--- src/rtl/sdram_fb_arbiter_if.sv ---
// rtl/sdram_fb_arbiter_if.sv - bundled video, writer and SDRAM-port signals for the framebuffer arbiter
// Purpose: groups every handshake/bus signal of sdram_fb_arbiter so the design and its
//   environment connect through a single port.
// Ports (signals):
//   video : vid_req, vid_addr -> arbiter; vid_ack, vid_rvalid, vid_rdata, vid_done <- arbiter
//   writer: wr_valid, wr_addr, wr_data -> arbiter; wr_ready <- arbiter
//   sdram : mem_cmd_valid, mem_cmd_we, mem_cmd_addr, mem_cmd_wdata <- arbiter;
//           mem_cmd_ready, mem_rvalid, mem_rdata -> arbiter
// Modports: slave = arbiter view, master = surrounding line-buffer/writer/controller view.
interface sdram_fb_arbiter_if #(
  parameter int ADDR_W = 22,
  parameter int DATA_W = 16
);
  logic              vid_req;
  logic [ADDR_W-1:0] vid_addr;
  logic              vid_ack;
  logic              vid_rvalid;
  logic [DATA_W-1:0] vid_rdata;
  logic              vid_done;
  logic              wr_valid;
  logic [ADDR_W-1:0] wr_addr;
  logic [DATA_W-1:0] wr_data;
  logic              wr_ready;
  logic              mem_cmd_valid;
  logic              mem_cmd_we;
  logic [ADDR_W-1:0] mem_cmd_addr;
  logic [DATA_W-1:0] mem_cmd_wdata;
  logic              mem_cmd_ready;
  logic              mem_rvalid;
  logic [DATA_W-1:0] mem_rdata;

  modport slave (
    input  vid_req, vid_addr, wr_valid, wr_addr, wr_data,
           mem_cmd_ready, mem_rvalid, mem_rdata,
    output vid_ack, vid_rvalid, vid_rdata, vid_done, wr_ready,
           mem_cmd_valid, mem_cmd_we, mem_cmd_addr, mem_cmd_wdata
  );

  modport master (
    output vid_req, vid_addr, wr_valid, wr_addr, wr_data,
           mem_cmd_ready, mem_rvalid, mem_rdata,
    input  vid_ack, vid_rvalid, vid_rdata, vid_done, wr_ready,
           mem_cmd_valid, mem_cmd_we, mem_cmd_addr, mem_cmd_wdata
  );
endinterface

--- src/rtl/sdram_fb_arbiter.sv ---
// rtl/sdram_fb_arbiter.sv - video-priority SDRAM port arbiter with a one-write fairness token
// Purpose: shares one SDRAM command/read-data port between BURST-word video line fetches
//   (priority, real-time) and single-word framebuffer writes. A write that was pending when a
//   video burst was granted is owed the next grant, so the writer waits at most one burst.
// Ports:
//   clk   : system clock (clk_100mhz)
//   reset : asynchronous, active-low reset
//   bus   : sdram_fb_arbiter_if.slave - video request/read path, writer handshake, SDRAM port
module sdram_fb_arbiter #(
  parameter int ADDR_W = 22,
  parameter int DATA_W = 16,
  parameter int BURST  = 8
) (
  input logic               clk,
  input logic               reset,
  sdram_fb_arbiter_if.slave bus
);
  localparam int CNT_W = $clog2(BURST + 1);
  localparam logic [CNT_W-1:0] BURST_C = CNT_W'(BURST);

  localparam logic [1:0] S_IDLE   = 2'd0;
  localparam logic [1:0] S_VID_RD = 2'd1;
  localparam logic [1:0] S_WR_CMD = 2'd2;

  logic [1:0]        state_q, state_d;
  logic [ADDR_W-1:0] addr_q, addr_d;
  logic [DATA_W-1:0] wdata_q, wdata_d;
  logic [DATA_W-1:0] rdata_q, rdata_d;
  logic [CNT_W-1:0]  cmd_cnt_q, cmd_cnt_d;
  logic [CNT_W-1:0]  rd_cnt_q, rd_cnt_d;
  logic              cmd_valid_q, cmd_valid_d;
  logic              we_q, we_d;
  logic              wr_owed_q, wr_owed_d;
  logic              vid_ack_q, vid_ack_d;
  logic              wr_ready_q, wr_ready_d;
  logic              rvalid_q, rvalid_d;
  logic              done_q, done_d;
  logic              cmd_fire;
  logic              grant_wr;
  logic              grant_vid;

  assign cmd_fire  = cmd_valid_q && bus.mem_cmd_ready;
  // An owed write beats video; otherwise video beats a fresh write.
  assign grant_wr  = bus.wr_valid && (wr_owed_q || !bus.vid_req);
  assign grant_vid = bus.vid_req && !(wr_owed_q && bus.wr_valid);

  always_comb begin
    state_d     = state_q;
    addr_d      = addr_q;
    wdata_d     = wdata_q;
    rdata_d     = rdata_q;
    cmd_cnt_d   = cmd_cnt_q;
    rd_cnt_d    = rd_cnt_q;
    cmd_valid_d = cmd_valid_q;
    we_d        = we_q;
    wr_owed_d   = wr_owed_q;
    vid_ack_d   = 1'b0;
    wr_ready_d  = 1'b0;
    rvalid_d    = 1'b0;
    done_d      = 1'b0;
    case (state_q)
      S_IDLE: begin
        if (grant_wr) begin
          wr_ready_d  = 1'b1;
          addr_d      = bus.wr_addr;
          wdata_d     = bus.wr_data;
          wr_owed_d   = 1'b0;
          we_d        = 1'b1;
          cmd_valid_d = 1'b1;
          state_d     = S_WR_CMD;
        end else if (grant_vid) begin
          vid_ack_d   = 1'b1;
          addr_d      = bus.vid_addr;
          cmd_cnt_d   = '0;
          rd_cnt_d    = '0;
          we_d        = 1'b0;
          cmd_valid_d = 1'b1;
          state_d     = S_VID_RD;
          if (bus.wr_valid) wr_owed_d = 1'b1;
        end
      end
      S_VID_RD: begin
        // Command issue and read return run independently; the address wraps naturally.
        if (cmd_fire) begin
          cmd_cnt_d = cmd_cnt_q + 1'b1;
          addr_d    = addr_q + 1'b1;
          if (cmd_cnt_d == BURST_C) cmd_valid_d = 1'b0;
        end
        if (bus.mem_rvalid) begin
          rvalid_d = 1'b1;
          rdata_d  = bus.mem_rdata;
          if (rd_cnt_q != BURST_C) rd_cnt_d = rd_cnt_q + 1'b1;
        end
        // Decided on next-state counts so vid_done lands with the last vid_rvalid.
        if (cmd_cnt_d == BURST_C && rd_cnt_d == BURST_C) begin
          done_d  = 1'b1;
          state_d = S_IDLE;
        end
      end
      S_WR_CMD: begin
        if (cmd_fire) begin
          cmd_valid_d = 1'b0;
          we_d        = 1'b0;
          state_d     = S_IDLE;
        end
      end
      default: state_d = S_IDLE;
    endcase
  end

  always_ff @(posedge clk or negedge reset) begin
    if (!reset) begin
      state_q     <= S_IDLE;
      addr_q      <= '0;
      wdata_q     <= '0;
      rdata_q     <= '0;
      cmd_cnt_q   <= '0;
      rd_cnt_q    <= '0;
      cmd_valid_q <= 1'b0;
      we_q        <= 1'b0;
      wr_owed_q   <= 1'b0;
      vid_ack_q   <= 1'b0;
      wr_ready_q  <= 1'b0;
      rvalid_q    <= 1'b0;
      done_q      <= 1'b0;
    end else begin
      state_q     <= state_d;
      addr_q      <= addr_d;
      wdata_q     <= wdata_d;
      rdata_q     <= rdata_d;
      cmd_cnt_q   <= cmd_cnt_d;
      rd_cnt_q    <= rd_cnt_d;
      cmd_valid_q <= cmd_valid_d;
      we_q        <= we_d;
      wr_owed_q   <= wr_owed_d;
      vid_ack_q   <= vid_ack_d;
      wr_ready_q  <= wr_ready_d;
      rvalid_q    <= rvalid_d;
      done_q      <= done_d;
    end
  end

  assign bus.vid_ack       = vid_ack_q;
  assign bus.vid_rvalid    = rvalid_q;
  assign bus.vid_rdata     = rdata_q;
  assign bus.vid_done      = done_q;
  assign bus.wr_ready      = wr_ready_q;
  assign bus.mem_cmd_valid = cmd_valid_q;
  assign bus.mem_cmd_we    = we_q;
  assign bus.mem_cmd_addr  = addr_q;
  assign bus.mem_cmd_wdata = wdata_q;
endmodule

--- src/flat_wrapper.sv ---
// flat-port wrapper written by rule: the top's interface ports become plain ports
module sdram_fb_arbiter_flat 
#(
  parameter int ADDR_W = 22,
  parameter int DATA_W = 16,
  parameter int BURST  = 8
)
  (clk, reset, bus_vid_req, bus_vid_addr, bus_wr_valid, bus_wr_addr, bus_wr_data, bus_mem_cmd_ready, bus_mem_rvalid, bus_mem_rdata, bus_vid_ack, bus_vid_rvalid, bus_vid_rdata, bus_vid_done, bus_wr_ready, bus_mem_cmd_valid, bus_mem_cmd_we, bus_mem_cmd_addr, bus_mem_cmd_wdata);
  sdram_fb_arbiter_if #(.ADDR_W(ADDR_W), .DATA_W(DATA_W)) bus_i ();
  input logic clk;
  input logic reset;
  input wire logic [$bits(bus_i.vid_req)-1:0] bus_vid_req;
  input wire logic [$bits(bus_i.vid_addr)-1:0] bus_vid_addr;
  input wire logic [$bits(bus_i.wr_valid)-1:0] bus_wr_valid;
  input wire logic [$bits(bus_i.wr_addr)-1:0] bus_wr_addr;
  input wire logic [$bits(bus_i.wr_data)-1:0] bus_wr_data;
  input wire logic [$bits(bus_i.mem_cmd_ready)-1:0] bus_mem_cmd_ready;
  input wire logic [$bits(bus_i.mem_rvalid)-1:0] bus_mem_rvalid;
  input wire logic [$bits(bus_i.mem_rdata)-1:0] bus_mem_rdata;
  output wire logic [$bits(bus_i.vid_ack)-1:0] bus_vid_ack;
  output wire logic [$bits(bus_i.vid_rvalid)-1:0] bus_vid_rvalid;
  output wire logic [$bits(bus_i.vid_rdata)-1:0] bus_vid_rdata;
  output wire logic [$bits(bus_i.vid_done)-1:0] bus_vid_done;
  output wire logic [$bits(bus_i.wr_ready)-1:0] bus_wr_ready;
  output wire logic [$bits(bus_i.mem_cmd_valid)-1:0] bus_mem_cmd_valid;
  output wire logic [$bits(bus_i.mem_cmd_we)-1:0] bus_mem_cmd_we;
  output wire logic [$bits(bus_i.mem_cmd_addr)-1:0] bus_mem_cmd_addr;
  output wire logic [$bits(bus_i.mem_cmd_wdata)-1:0] bus_mem_cmd_wdata;
  assign bus_i.vid_req = bus_vid_req;
  assign bus_i.vid_addr = bus_vid_addr;
  assign bus_i.wr_valid = bus_wr_valid;
  assign bus_i.wr_addr = bus_wr_addr;
  assign bus_i.wr_data = bus_wr_data;
  assign bus_i.mem_cmd_ready = bus_mem_cmd_ready;
  assign bus_i.mem_rvalid = bus_mem_rvalid;
  assign bus_i.mem_rdata = bus_mem_rdata;
  assign bus_vid_ack = bus_i.vid_ack;
  assign bus_vid_rvalid = bus_i.vid_rvalid;
  assign bus_vid_rdata = bus_i.vid_rdata;
  assign bus_vid_done = bus_i.vid_done;
  assign bus_wr_ready = bus_i.wr_ready;
  assign bus_mem_cmd_valid = bus_i.mem_cmd_valid;
  assign bus_mem_cmd_we = bus_i.mem_cmd_we;
  assign bus_mem_cmd_addr = bus_i.mem_cmd_addr;
  assign bus_mem_cmd_wdata = bus_i.mem_cmd_wdata;
  sdram_fb_arbiter #(.ADDR_W(ADDR_W), .DATA_W(DATA_W), .BURST(BURST)) u_core (.clk(clk), .reset(reset), .bus(bus_i));
endmodule
--- config.mk ---
export PLATFORM = sky130hd
export DESIGN_NAME = sdram_fb_arbiter_flat
export DESIGN_NICKNAME = d
export VERILOG_FILES = /design/src/rtl/sdram_fb_arbiter_if.sv /design/src/rtl/sdram_fb_arbiter.sv /design/src/flat_wrapper.sv
export SDC_FILE = /design/constraint.sdc
export NUM_CORES = 1
export LEC_CHECK = 0
export CORE_MARGIN = 2
export CORE_UTILIZATION = 45
export DETAILED_ROUTE_END_ITERATION = 8
export PLACE_DENSITY_LB_ADDON = 0.12
export SETUP_SLACK_MARGIN = 0.15
export SLEW_MARGIN = 40
export SYNTH_ARGS = -nofsm -noshare
export SYNTH_HDL_FRONTEND = slang
export SYNTH_SLANG_ARGS = --single-unit
--- constraint.sdc ---
create_clock -name clk -period 2.5 [get_ports clk]
set_input_delay 0.375 -clock clk [delete_from_list [all_inputs] [get_ports clk]]
set_output_delay 0.375 -clock clk [all_outputs]
set_load 0.02 [all_outputs]
==> results_dict.tcl <==
set metrics [dict create \
    status "complete, no violations" \
    core_um2 8130 \
    routed_wl_um 9750 \
    pwr-share-clk 0.126 \
    final_cell_count_no_fill 615 \
    cp_max_fo 7 \
    syn_to_final_growth_pct 47.3 \
    die-area_um2 9090 \
    grt_util_met3 0.0664 \
    dieWidth_um 95.3 \
    drc 0 \
    crit_slowest_cell "or4b_4" \
    overflow 0 \
    grt_busiest_layer "met2" \
    power_mw 6.75 \
    p_leak_nw 2.33 \
    tightest_slew_ns 0.650 \
    synth.net_count 447 \
    synth_top_area_share 0.473 \
    cts-buffers-inserted 9 \
    dr.pass1.iters 4 \
    p_sw_mw 2.83 \
    ys_types 46 \
    postSynthAreaPerCell_um2 10.5 \
    final_nets 594 \
    start_util 0.461 \
    drt_iter0_markers 146 \
    place_inst 599 \
    drv_slew 0 \
    path_class "reg2reg" \
    ir_worst_vdd_v 0.000667 \
    drive_above_1_share 0.157 \
    grt_start_max_net_pins 72 \
    yosys-top-cells-area "dfrtp_1 47%, mux2_2 15%, nand2_1 3.9%" \
    cts-root-buf "clkbuf_8" \
    antenna_found_initial 0 \
    ys_seq_elements 71 \
    hold_slack_ns 0.0226 \
    p_seq_frac 0.317 \
    netlist_area_um2 3750 \
    fin_worst_skew_ns 0.0129 \
    vias 3371 \
    path_cells "inv_1, ha_1, nand2_1, o21ai_0, or4b_4, o31a_1, o31ai_1" \
    slew-limit-headroom 0.566 \
    synth-main-ff-cell "dfrtp_1" \
    final_antenna_net_count 0 \
    clock_latency_ns 0.35 \
    setup_violations 0 \
    hp-class "in2async" \
    final_common_cell "clkdlybuf4s50_1" \
    io_buffers 141 \
    setup_tns_ns 0 \
    chipHeight_um 95.3 \
    p_int_mw 3.92 \
    avgRoutedWirePerCell_um 15.8 \
    postCtsSetupBuffers 0 \
    period_needed_ns 2.18 \
    fmax_mhz 458 \
    nFillCells 648 \
    clock_sinks 71 \
    grt_pass1_vias 3160 \
    synth-edff-count 0 \
    p_per_area_nw_per_um2 1220 \
    htreeDepth 3 \
    cts_buffer_depth 2 \
    startpoint_type "flop" \
    grt_pass1_wl_um 15200 \
    synth.largest_area_cell "dfrtp_1" \
    cp_data_arrival_time_ns 2.43 \
    n_antenna_cell 0 \
    maxCapViolations 0 \
    grtUsageMet1 0.273 \
    cts_tree "done" \
    hpwlAfterDp_um 7240 \
    syn_inst 358 \
    via_per_inst 5.48 \
    synthArstFlopShare 1.00 \
    finalCritPeriodShare 0.873 \
    hold_violations 0 \
    io_pins 142 \
    seq_area_frac_synth 0.473 \
    globalplace.congestion 0.839 \
    fp-row-count 33 \
    path_clk_slew_ns 0.08 \
    met2_usage 0.363 \
    p_sw_frac 0.419 \
    yosysWarnings 0 \
    critPathRequiredTime_ns 2.74 \
    end_kind "flop" \
    track_usage 0.218 \
    rsz0062_at_grt "false" \
    final_cell_mix "140 x clkdlybuf4s50_1, 71 x dfrtp_1, 49 x mux2_2, 39 x nand2_1, 23 x a21oi_1" \
    combPwrFrac 0.557 \
    max_stage_delay_ns 0.56 \
]
-- routing by layer --
metal  vias to the layer above  wire length [um]
met2                       111              4860
li1                       1628                 -
met3                         7               785
met4                         0                99
met1                      1625              4000
met5                         -                 0
-- repair_timing --
item,CTS,global route
setup endpoints to repair,0,4
resized for setup,0,1
hold buffers,0,0
-- logic make-up (layout without fill, tap and decap cells) --
logic type,after synthesis,in the layout,share of synthesized area
simple gates,95,95,0.125
fa+ha+maj,7,7,0.0233
mux,62,62,0.182
flops,71,71,0.473
xor+xnor,2,2,0.00467
compound gates,95,95,0.164
buf+inv,26,178,0.0277
-- final timing paths --
kind,slack [ns],start,to,cells past startpoint
worst min register to register,0.51,u_core.wr_owed_q,u_core.wr_owed_q,1
max in group asynchronous,2.01,reset,u_core.rd_cnt_q[1],1
min in group clk,0.51,u_core.wr_owed_q,u_core.wr_owed_q,1
worst max-delay path,0.32,u_core.rd_cnt_q[0],u_core.state_q[0],7
worst min-delay path,0.02,reset,u_core.rd_cnt_q[3],1
worst max register to register,0.32,u_core.rd_cnt_q[0],u_core.state_q[0],7
-- cells in the mapped netlist, types with 4 or more instances --
| library cell | number |
|---|---|
| mux2_2 | 49 |
| a2bb2oi_1 | 6 |
| dfrtp_1 | 71 |
| ha_1 | 7 |
| mux2i_1 | 13 |
| a21oi_1 | 23 |
| nand3_1 | 13 |
| o21ai_0 | 19 |
| a22o_1 | 5 |
| o22ai_1 | 15 |
| clkbuf_1 | 10 |
| a21o_1 | 5 |
| nand2b_1 | 4 |
| inv_1 | 11 |
| nand2_1 | 39 |
| nor2_1 | 12 |
| nand4_1 | 7 |
| o31ai_1 | 4 |
-- power groups by stage --
stage	registers, mW	clock network [mW]	logic [mW]
floorplan	2.66	0	1.60
global placement	2.13	0	3.70
detailed placement	2.15	0	3.77
CTS	2.14	0.873	3.79
global route	2.22	0.929	4.04
finish	2.14	0.850	3.76
-- worst max-delay path: cells and delay by family (launching register included) --
kind | cells | cell delay, ns
AND/OR/NAND/NOR | 2 | 0.64
adder cells (fa/ha/maj) | 1 | 0.28
flip-flops | 1 | 0.45
AO/OA/AOI/OAI | 3 | 0.65
buffers and inverters | 1 | 0.07
-- per-stage QoR --
stage	setup slack [ns]	instance area [um2]	utilization
global placement	0.188	5340	0.657
global route	0.200	5530	0.680
floorplan	0.445	3750	-
finish	0.316	5530	0.680
detailed placement	0.112	5350	0.657
CTS	0.249	5520	0.679
-- area by class of cell --
class | instances | area [um2] | share of cell area
multi-input cells | 261 | 1890 | 0.341
flip-flops and latches | 71 | 1780 | 0.321
repair buffers | 151 | 1510 | 0.274
well taps | 105 | 131 | 0.0238
clock buffers | 9 | 124 | 0.0224
clock inverters | 7 | 55.1 | 0.00996
inverters | 11 | 41.3 | 0.00747
-- state kept, by name (all words and copies together) (netlist names), 2 cells and up --
name and flops:
u_core.rd_cnt_q 4, u_core.cmd_cnt_q 4, u_core.state_q 2, u_core.bus.mem_cmd_wdata 16
u_core.bus.vid_rdata 16, u_core.bus.mem_cmd_addr 22
Power figures use the tool's default switching activity.
==> RTL change, RTL diff (same settings) <==
`ADDR_W` is set to 22 in 3 places; all go to 44.
--- a/src/rtl/sdram_fb_arbiter_if.sv
+++ b/src/rtl/sdram_fb_arbiter_if.sv
@@ -8,7 +8,7 @@
 //           mem_cmd_ready, mem_rvalid, mem_rdata -> arbiter
 // Modports: slave = arbiter view, master = surrounding line-buffer/writer/controller view.
 interface sdram_fb_arbiter_if #(
-  parameter int ADDR_W = 22,
+  parameter int ADDR_W = 44,
   parameter int DATA_W = 16
 );
   logic              vid_req;
--- a/src/rtl/sdram_fb_arbiter.sv
+++ b/src/rtl/sdram_fb_arbiter.sv
@@ -7,7 +7,7 @@
 //   reset : asynchronous, active-low reset
 //   bus   : sdram_fb_arbiter_if.slave - video request/read path, writer handshake, SDRAM port
 module sdram_fb_arbiter #(
-  parameter int ADDR_W = 22,
+  parameter int ADDR_W = 44,
   parameter int DATA_W = 16,
   parameter int BURST  = 8
 ) (
--- a/src/flat_wrapper.sv
+++ b/src/flat_wrapper.sv
@@ -1,7 +1,7 @@
 // flat-port wrapper written by rule: the top's interface ports become plain ports
 module sdram_fb_arbiter_flat 
 #(
-  parameter int ADDR_W = 22,
+  parameter int ADDR_W = 44,
   parameter int DATA_W = 16,
   parameter int BURST  = 8
 )
Interface: changed (resized bus_mem_cmd_addr, bus_vid_addr and bus_wr_addr); port bits go from 142 to 208. No check against the original RTL was run, so the function may have changed too.
==> RTL change against the unedited design <==
Sequential cell count rose by 22; combinational power increased by 60%; design area increased by 51%; non-clock buffer count increased by 91; clock skew fell by 0.0064 ns; critical path depth fell by 2; routed wire length rose by 87%; cell count is 53% higher; first-iteration DRC count rose to 2.9 times the old value; power rose by 55%; synthesized area up 48%; via count grew 68%; setup slack worse by 0.058 ns.
==> RTL change: results (changes against the unedited design) <==
metric	value	unit	change
status	finished, final reports clean		
track_usage	27.2	%	+5.4 points
port_buffers	207		+47%
drive_above_1_share	15.8	%	+0.12 points
insertion_delay	0.34	ns	
seq_area_frac_synth	41.9	%	-5.4 points
grt_max_degree	55		-24%
yosys-top-cells-area	dfrtp_1, mux2_2, a21oi_1		
vias_per_cell	6.05		+10%
synth_warnings	0		unchanged
leakagePower	0.00335	uW	+44%
grt_pass1_wl	28500	microns	+87%
cp_max_fo	8		+1
skew	0.00650	ns	-0.00638 ns
dp_slack	0.111	ns	-0.00167 ns
async_reset_ff_share	100	%	unchanged
synth.distinct_cells	57		+24%
placed_area	0.00797	sq mm	+49%
cp.arrival	2.51	ns	+0.08 ns
syn-num-nets	706		+58%
hpwlAfterDp	13300	microns	+84%
max_stage_delay	0.67	ns	+0.11 ns
cts-root-buf	clkbuf_16		
nets	919		+55%
grt_pass1_vias	5549		+76%
largest_reg_flops	44		+100%
numCtsBuffers	9		unchanged
gp_congestion	0.873		+4.0%
firstDrtPassIters	5		+1
synth_common_cells	dfrtp_1, mux2_2, nand2_1		
cpLargestDelayFamily	simple AND/OR/NAND/NOR gates		
vdd_drop_max	0.684	mV	+2.5%
first_iter_violations	419		+190%
worstMarginPinSlew	0.724	ns	+0.0739 ns
wl_per_cell	19.4	microns	+22%
cp_slowest_cell	or4_4		
-- RTL change: path summary, 6_finish.rpt --
path	start	endpoint	slack, ns	cells after the start
worst max-delay path	u_core.bus.mem_cmd_addr[14]$_DFFE_PN0P_	u_core.bus.mem_cmd_addr[29]$_DFFE_PN0P_	0.26	5
worst min-delay path	reset	u_core.rd_cnt_q[3]$_DFFE_PN0P_	0.08	1
worst max register to register	u_core.bus.mem_cmd_addr[14]$_DFFE_PN0P_	u_core.bus.mem_cmd_addr[29]$_DFFE_PN0P_	0.26	5
worst min register to register	u_core.wr_owed_q$_DFFE_PN0P_	u_core.wr_owed_q$_DFFE_PN0P_	0.50	1
max in group asynchronous	reset	u_core.bus.mem_cmd_addr[36]$_DFFE_PN0P_	1.77	2
min in group clk	u_core.wr_owed_q$_DFFE_PN0P_	u_core.wr_owed_q$_DFFE_PN0P_	0.50	1
-- RTL change: layout make-up --
cell class / count / area, sq um
clock inverter: 4 / 55.1
inverter: 13 / 48.8
sequential: 93 / 2330
fill: 965 / 3660
clock buffer: 12 / 267
timing repair buffer: 242 / 2390
tap: 147 / 184
multi-input combinational: 427 / 3080
-- RTL change: power breakdown --
group          internal, uW  switching, uW
clock                   861            605
sequential             2230            706
combinational          2860           3180
total                  5950           4490
-- RTL change: routing by layer --
| layer | part of all wire (%) | GRT usage (%) | vias to the layer above |
|---|---|---|---|
| met4 | 1.5 | 7.63 | 0 |
| met5 | 0 | 0 | - |
| met2 | 49 | 45.5 | 287 |
| met1 | 41 | 34.9 | 2735 |
| li1 | - | - | 2629 |
| met3 | 9.2 | 7.43 | 27 |
-- RTL change: repair_timing --
item / CTS / global route
buffers inserted: 0 / 2
resized for setup: 0 / 6
endpoints found under the setup margin: 0 / 20
hold buffers: 0 / 0
-- RTL change: logic make-up after synthesis --
family	Yosys count	synth area share (%)
simple gates	176	17.5
compound gates	170	20.7
flops	93	41.9
mux	71	14.0
buf+inv	53	3.79
fa+ha+maj	7	1.58
xor+xnor	3	0.473
-- RTL change: through the flow --
| stage | utilization [%] | cells |
|---|---|---|
| 6_report | 69.5 | 938 |
| 5_1_grt | 69.5 | 938 |
| 4_1_cts | 69.1 | 936 |
| 3_5_place_dp | 66.4 | 920 |
| 3_3_place_gp | 66.4 | 920 |
| 2_1_floorplan | - | 573 |
